## src/rtl/mul_arbiter.sv

```systemverilog
`default_nettype none
`timescale 1ns/1ps
// ============================================================================
//  Module   : mul_arbiter
//  Brief    : Two-requester round-robin front end for a shared 128-bit
//             multiplier, with per-operation watchdog.
//  Revision : 1.0
// ============================================================================
module mul_arbiter #(
    parameter int WD_CYCLES = 200
) (
    input  logic        clk,
    input  logic        reset,
    input  logic [1:0]  req_valid,
    input  logic [63:0] req0_multiplier,
    input  logic [63:0] req0_multiplicand,
    input  logic [63:0] req1_multiplier,
    input  logic [63:0] req1_multiplicand,
    output logic [1:0]  req_ack,
    output logic [1:0]  req_done,
    output logic        err,
    output logic [63:0] out_result_h,
    output logic [63:0] out_result_l,
    output logic        owner,
    output logic        busy,
    output logic        mul_op_start,
    output logic        mul_op_clear,
    output logic [63:0] multiplier,
    output logic [63:0] multiplicand,
    input  logic        mul_op_done,
    input  logic [63:0] result_h,
    input  logic [63:0] result_l
);

    localparam int WD_W = (WD_CYCLES > 1) ? $clog2(WD_CYCLES) : 1;
    localparam logic [WD_W-1:0] c_wd_last = WD_W'(WD_CYCLES - 1);

    typedef enum logic [1:0] {
        ST_IDLE = 2'd0,
        ST_CLR  = 2'd1,
        ST_RUN  = 2'd2,
        ST_RSP  = 2'd3
    } state_t;

    state_t          r_state;
    logic            r_last_grant;
    logic [WD_W-1:0] r_wd_cnt;
    logic            w_winner;

    // With both requesting, the one not served last time goes first.
    assign w_winner = (req_valid == 2'b11) ? ~r_last_grant : req_valid[1];

    always_ff @(posedge clk) begin
        if (reset) begin
            r_state      <= ST_IDLE;
            r_last_grant <= 1'b1;
            r_wd_cnt     <= '0;
            req_ack      <= 2'b00;
            req_done     <= 2'b00;
            err          <= 1'b0;
            out_result_h <= '0;
            out_result_l <= '0;
            owner        <= 1'b0;
            busy         <= 1'b0;
            mul_op_start <= 1'b0;
            mul_op_clear <= 1'b1;
            multiplier   <= '0;
            multiplicand <= '0;
        end else begin
            req_ack  <= 2'b00;
            req_done <= 2'b00;
            err      <= 1'b0;
            case (r_state)
                ST_IDLE: begin
                    if (req_valid != 2'b00) begin
                        owner        <= w_winner;
                        req_ack      <= {w_winner, ~w_winner};
                        multiplier   <= w_winner ? req1_multiplier   : req0_multiplier;
                        multiplicand <= w_winner ? req1_multiplicand : req0_multiplicand;
                        busy         <= 1'b1;
                        mul_op_clear <= 1'b1;
                        r_state      <= ST_CLR;
                    end
                end
                ST_CLR: begin
                    mul_op_clear <= 1'b0;
                    mul_op_start <= 1'b1;
                    r_wd_cnt     <= '0;
                    r_state      <= ST_RUN;
                end
                ST_RUN: begin
                    // A completion seen on the limit cycle still counts as success.
                    if (mul_op_done) begin
                        out_result_h <= result_h;
                        out_result_l <= result_l;
                        req_done     <= {owner, ~owner};
                        mul_op_start <= 1'b0;
                        mul_op_clear <= 1'b1;
                        r_state      <= ST_RSP;
                    end else if (r_wd_cnt == c_wd_last) begin
                        out_result_h <= '0;
                        out_result_l <= '0;
                        req_done     <= {owner, ~owner};
                        err          <= 1'b1;
                        mul_op_start <= 1'b0;
                        mul_op_clear <= 1'b1;
                        r_state      <= ST_RSP;
                    end else begin
                        r_wd_cnt <= r_wd_cnt + 1'b1;
                    end
                end
                ST_RSP: begin
                    r_last_grant <= owner;
                    busy         <= 1'b0;
                    mul_op_clear <= 1'b1;
                    r_state      <= ST_IDLE;
                end
                default: begin
                    r_state <= ST_IDLE;
                end
            endcase
        end
    end

endmodule
`default_nettype wire

```

## config.mk

```make
export PLATFORM = sky130hd
export DESIGN_NAME = mul_arbiter
export DESIGN_NICKNAME = d
export VERILOG_FILES = /design/src/rtl/mul_arbiter.sv
export SDC_FILE = /design/constraint.sdc
export NUM_CORES = 1
export LEC_CHECK = 0
export BUFFER_PORTS_ARGS = -buffer_cell sky130_fd_sc_hd__buf_2
export CAP_MARGIN = 20
export CORE_AREA = 2 2 254 256
export DETAILED_ROUTE_END_ITERATION = 8
export DIE_AREA = 0 0 256 258
export HOLD_SLACK_MARGIN = 0.08
export PLACE_DENSITY = 0.34
export SYNTH_ARGS = -nofsm -noshare
export SYNTH_HDL_FRONTEND = slang
export SYNTH_SLANG_ARGS = --single-unit
export TNS_END_PERCENT = 30
```

## constraint.sdc

```tcl
create_clock -name clk -period 1.9 [get_ports clk]
set_input_delay 0 -clock clk [delete_from_list [all_inputs] [get_ports clk]]
set_output_delay 0 -clock clk [all_outputs]
set_load 0.02 [all_outputs]
```

==> impl_summary.md <==
Floorplan
The region available for standard cell placement spans about 64,000 um2. The number of primary I/O pins is 654. The die extent in x is between 200 and 300 um. The vertical die dimension is 258 um.

The die covers 66,000 um2. The floorplan has 93 rows. The initial core utilization is 16.4%.

Run status
The flow ran to the end, and the final reports show no timing, DRC or antenna violations.

CTS
TritonCTS created 35 clock buffers. The cell sitting at the root of the clock tree is a sky130_fd_sc_hd__clkbuf_16. For the worst-skew pair, the clock arrives at the later sink with an insertion delay of ~0.54 ns. The depth of the CTS H-tree is 2. Counting every sink on the clock net gives 276. After clock tree synthesis, the clock-pin slew on the worst setup and hold paths is 0.06 ns. TritonCTS built the clock tree. No sink is reached through more buffers than the 3 on the longest clock path.

Placement
The count of input and output buffers is between 600 and 700. Once placement completed, the tool counted placed cells totaling 2,433. Once detailed placement completed, the half-perimeter wirelength came to 31.3 mm. The final RePlAce weighted congestion is 0.835.

Pwr
The combinational fraction of design power is 36.7%. In this run switching power makes up 36.2% of total power. The clock power share is between 20% and 30%. The share of total power dissipated in sequential elements is 34.2%. In this run the power spent charging and discharging nets is between 8000 and 9000 uW. VDD sags by at most just over 0.5 mV. In this run the power density over the cells is 1130 nW/um2. The internal portion of the total power is 14,300 uW. Summed over all cells, the static leakage comes to 0.00913 uW.

STA
The setup skew after layout is 0.0196 ns. The number of endpoints with negative hold slack in the final report is 0. The final number of max-transition violations is 0.

Summed over all failing endpoints, the final setup total negative slack is 0 ns. Setup violations remaining at the end of the flow were counted as 0. At the pin with the least slew margin, the transition time is between 0.8 and 0.9 ns. The headroom to the max-slew limit is 42.7%. Based on the critical path, the design can be clocked at up to 0.558 GHz. Setup repair after global routing could not meet its margin everywhere. Subtracting the final worst setup slack from the clock period gives 1.79 ns. After layout, the worst path uses 94.2% of the clock period.

Worst setup path
The largest driver fanout on the critical path is 80. For the worst flop-to-flop path, the logic depth is 6. The critical path endpoint category is a flop. The worst setup path is of the flop to flop kind. The signal arrival time at the worst endpoint is between 2 and 2.5 ns.

The setup slack of the most critical reg-to-reg path is 0.11 ns. The launching element of the worst setup path is r_state[0]. The most critical setup path has its endpoint at out_result_h[24]. The endpoint of the worst-slack reg-to-reg timing path is out_result_h[24].

For the worst setup path, the data required time is roughly 2.4 ns. The start of the worst register-to-register path is r_state[0]. STA classifies the critical path startpoint as a flop.

Finish
The leading cell type in the layout, fill and taps excluded is sky130_fd_sc_hd__buf_2. From synthesis to final layout, the design area changed by 90.0%. The final cell count without fillers is 2,879. The layout has 6,597 filler cells. In the layout the commonest cells are sky130_fd_sc_hd__buf_2 (652), sky130_fd_sc_hd__dlygate4sd3_1 (387), sky130_fd_sc_hd__dfxtp_1 (274). The final layout contains 2,399 nets. The utilization after layout is 31.1%. Of the cells placed in the final design, the portion with a size suffix greater than 1 is a little under two fifths.

The number of diodes is 0.

Routing
The detailed-route via count is roughly 11,000. The number of search-and-repair iterations in the first detailed-routing pass is 4. The number of design-rule violations left by the first detailed-router iteration is 434. The via count normalized by instance count is ~4.0. For this run, design rule violations remaining after detail routing come to 0. The antenna violation net count after detailed routing is 0. In the final routed layout, each cell accounts on average for 15.5 um. After detailed routing, the total wire length is between 40 and 50 mm.

Logic synthesis
Yosys mapped the design onto 41 distinct sky130hd cell types. Dividing the synthesized area by the synthesized cell count gives 10.8 um2. The sequential cell area fraction in the yosys report is 52.9%. In this run the cell area of the synthesized design comes to 10,400 um2. Yosys attributes the largest share of cell area to sky130_fd_sc_hd__dfxtp_1 (53%), sky130_fd_sc_hd__mux2i_1 (12%), sky130_fd_sc_hd__a22o_1 (11%).

When the netlist entered floorplanning its net count stood at 1,363. Synthesis inferred 276 register bits. After technology mapping, the gate count stands at 968. The library cell occupying the most area in the post-synthesis netlist is sky130_fd_sc_hd__dfxtp_1. Yosys printed 0 warnings. The top cell type's share of synthesized area is 52.9%.

Global route
Entering global routing, the biggest net connects 142 pins. The via count of the first global-routing pass is 11,700. The aggregate global routing overflow is 0.

The first global-routing pass estimated 66.9 mm of wire. Global routing used roughly an eighth of the available tracks across all layers. The initial antenna violation count is 0.

Job
Max-cap violations in this run came to 0.

Worst hold path
In this run the worst hold path is classified as input port to flop.
## synthesized netlist by cell type (all sizes together)
master / count
nor2: 140
and3: 1
nor2b: 2
nand3b: 1
o22ai: 1
o21bai: 1
nor3b: 2
or3: 2
nor4: 1
nand2b: 6
o32ai: 1
clkbuf: 47
inv: 5
nand4: 3
a31oi: 4
nand3: 5
a21oi: 6
and2: 1
nand2: 5
a311oi: 1
nor3: 7
a21o: 1
a211oi: 128
o21ai: 4
dfxtp: 276
a22oi: 1
ha: 6
a22o: 129
and4b: 1
o21ba: 1
a211o: 1
o21a: 2
mux2i: 130
buf: 44
a21boi: 1
or3b: 1
## state kept, by name (all words and copies together) (netlist names), 2 cells and up
register      flops
out_result_h     64
out_result_l     64
multiplicand     64
r_state           2
req_done          2
r_wd_cnt          8
multiplier       64
req_ack           2
## power by group through the flow
stage                     Sequential [uW]  Combinational (uW)  Clock (uW)
after floorplan                      9260                3160           0
after global placement               7800                7700           0
final                                7690                8250        6540
after CTS                            7700                8370        6850
after detailed placement             7790                7720           0
after global routing                 7870                9010        7090
## cell families (layout without fill, tap and decap cells)
family	after synthesis	in the layout	share of synthesized area, %
simple gates	178	178	7.19
flops	276	276	52.9
fa+ha+maj	6	6	0.719
mux	130	130	12.5
buf+inv	96	1152	4.91
compound gates	282	282	21.8
## critical path, stage by stage, from the launching register on
cell                      delay [ns]
sky130_fd_sc_hd__dfxtp_1        0.37
sky130_fd_sc_hd__inv_1          0.10
sky130_fd_sc_hd__ha_1           0.25
sky130_fd_sc_hd__buf_4          0.17
sky130_fd_sc_hd__a21oi_4        0.21
sky130_fd_sc_hd__buf_12         0.33
sky130_fd_sc_hd__a22o_1         0.20
## layer usage
layer | wire, um | vias up | track usage, %
met5 | 0 | - | 0
met4 | 1810 | 0 | 5.85
met3 | 3620 | 101 | 4.48
met2 | 21900 | 486 | 22.7
met1 | 17300 | 5141 | 13.8
li1 | - | 5656 | -
## layout make-up
class,count,area [um2],share of cell area [%]
tap,855,1070,5.40
clock buffer,47,992,5.00
sequential,276,5530,27.9
inverter,5,18.8,0.0947
timing repair buffer,1090,7660,38.6
multi-input combinational,596,4440,22.4
clock inverter,10,123,0.618
## how the worst min path moves through the flow
stage / start / endpoint / slack (ns) / cells past startpoint
final: req0_multiplier[61] / multiplier[61] / 0.14 / 4
after floorplan: mul_op_done / err / 0.08 / 1
after CTS: req0_multiplier[61] / multiplier[61] / 0.13 / 4
after global routing: req0_multiplier[61] / multiplier[61] / 0.17 / 4
after global placement: result_l[35] / out_result_l[35] / 0.22 / 2
after detailed placement: result_l[29] / out_result_l[29] / 0.22 / 2
## what timing repair did
action / CTS / global route
setup buffers: 0 / 2
setup endpoints to repair: 0 / 91
hold buffers: 387 / 0
hold endpoints to repair: 272 / 0
gates resized for setup: 0 / 5
## stage by stage
stage          setup slack [ns]  hold slack [ns]  area, um2  power [uW]
6_report                  0.109            0.138      19800       22500
3_5_place_dp              0.108            0.220      14800       15500
4_1_cts                 0.00198            0.128      19800       22900
3_3_place_gp              0.158            0.217      14800       15500
5_1_grt                 -0.0117            0.173      19800       24000
2_1_floorplan             0.263           0.0777      10400       12400
Note: power is estimated with default switching activity, not from simulation.
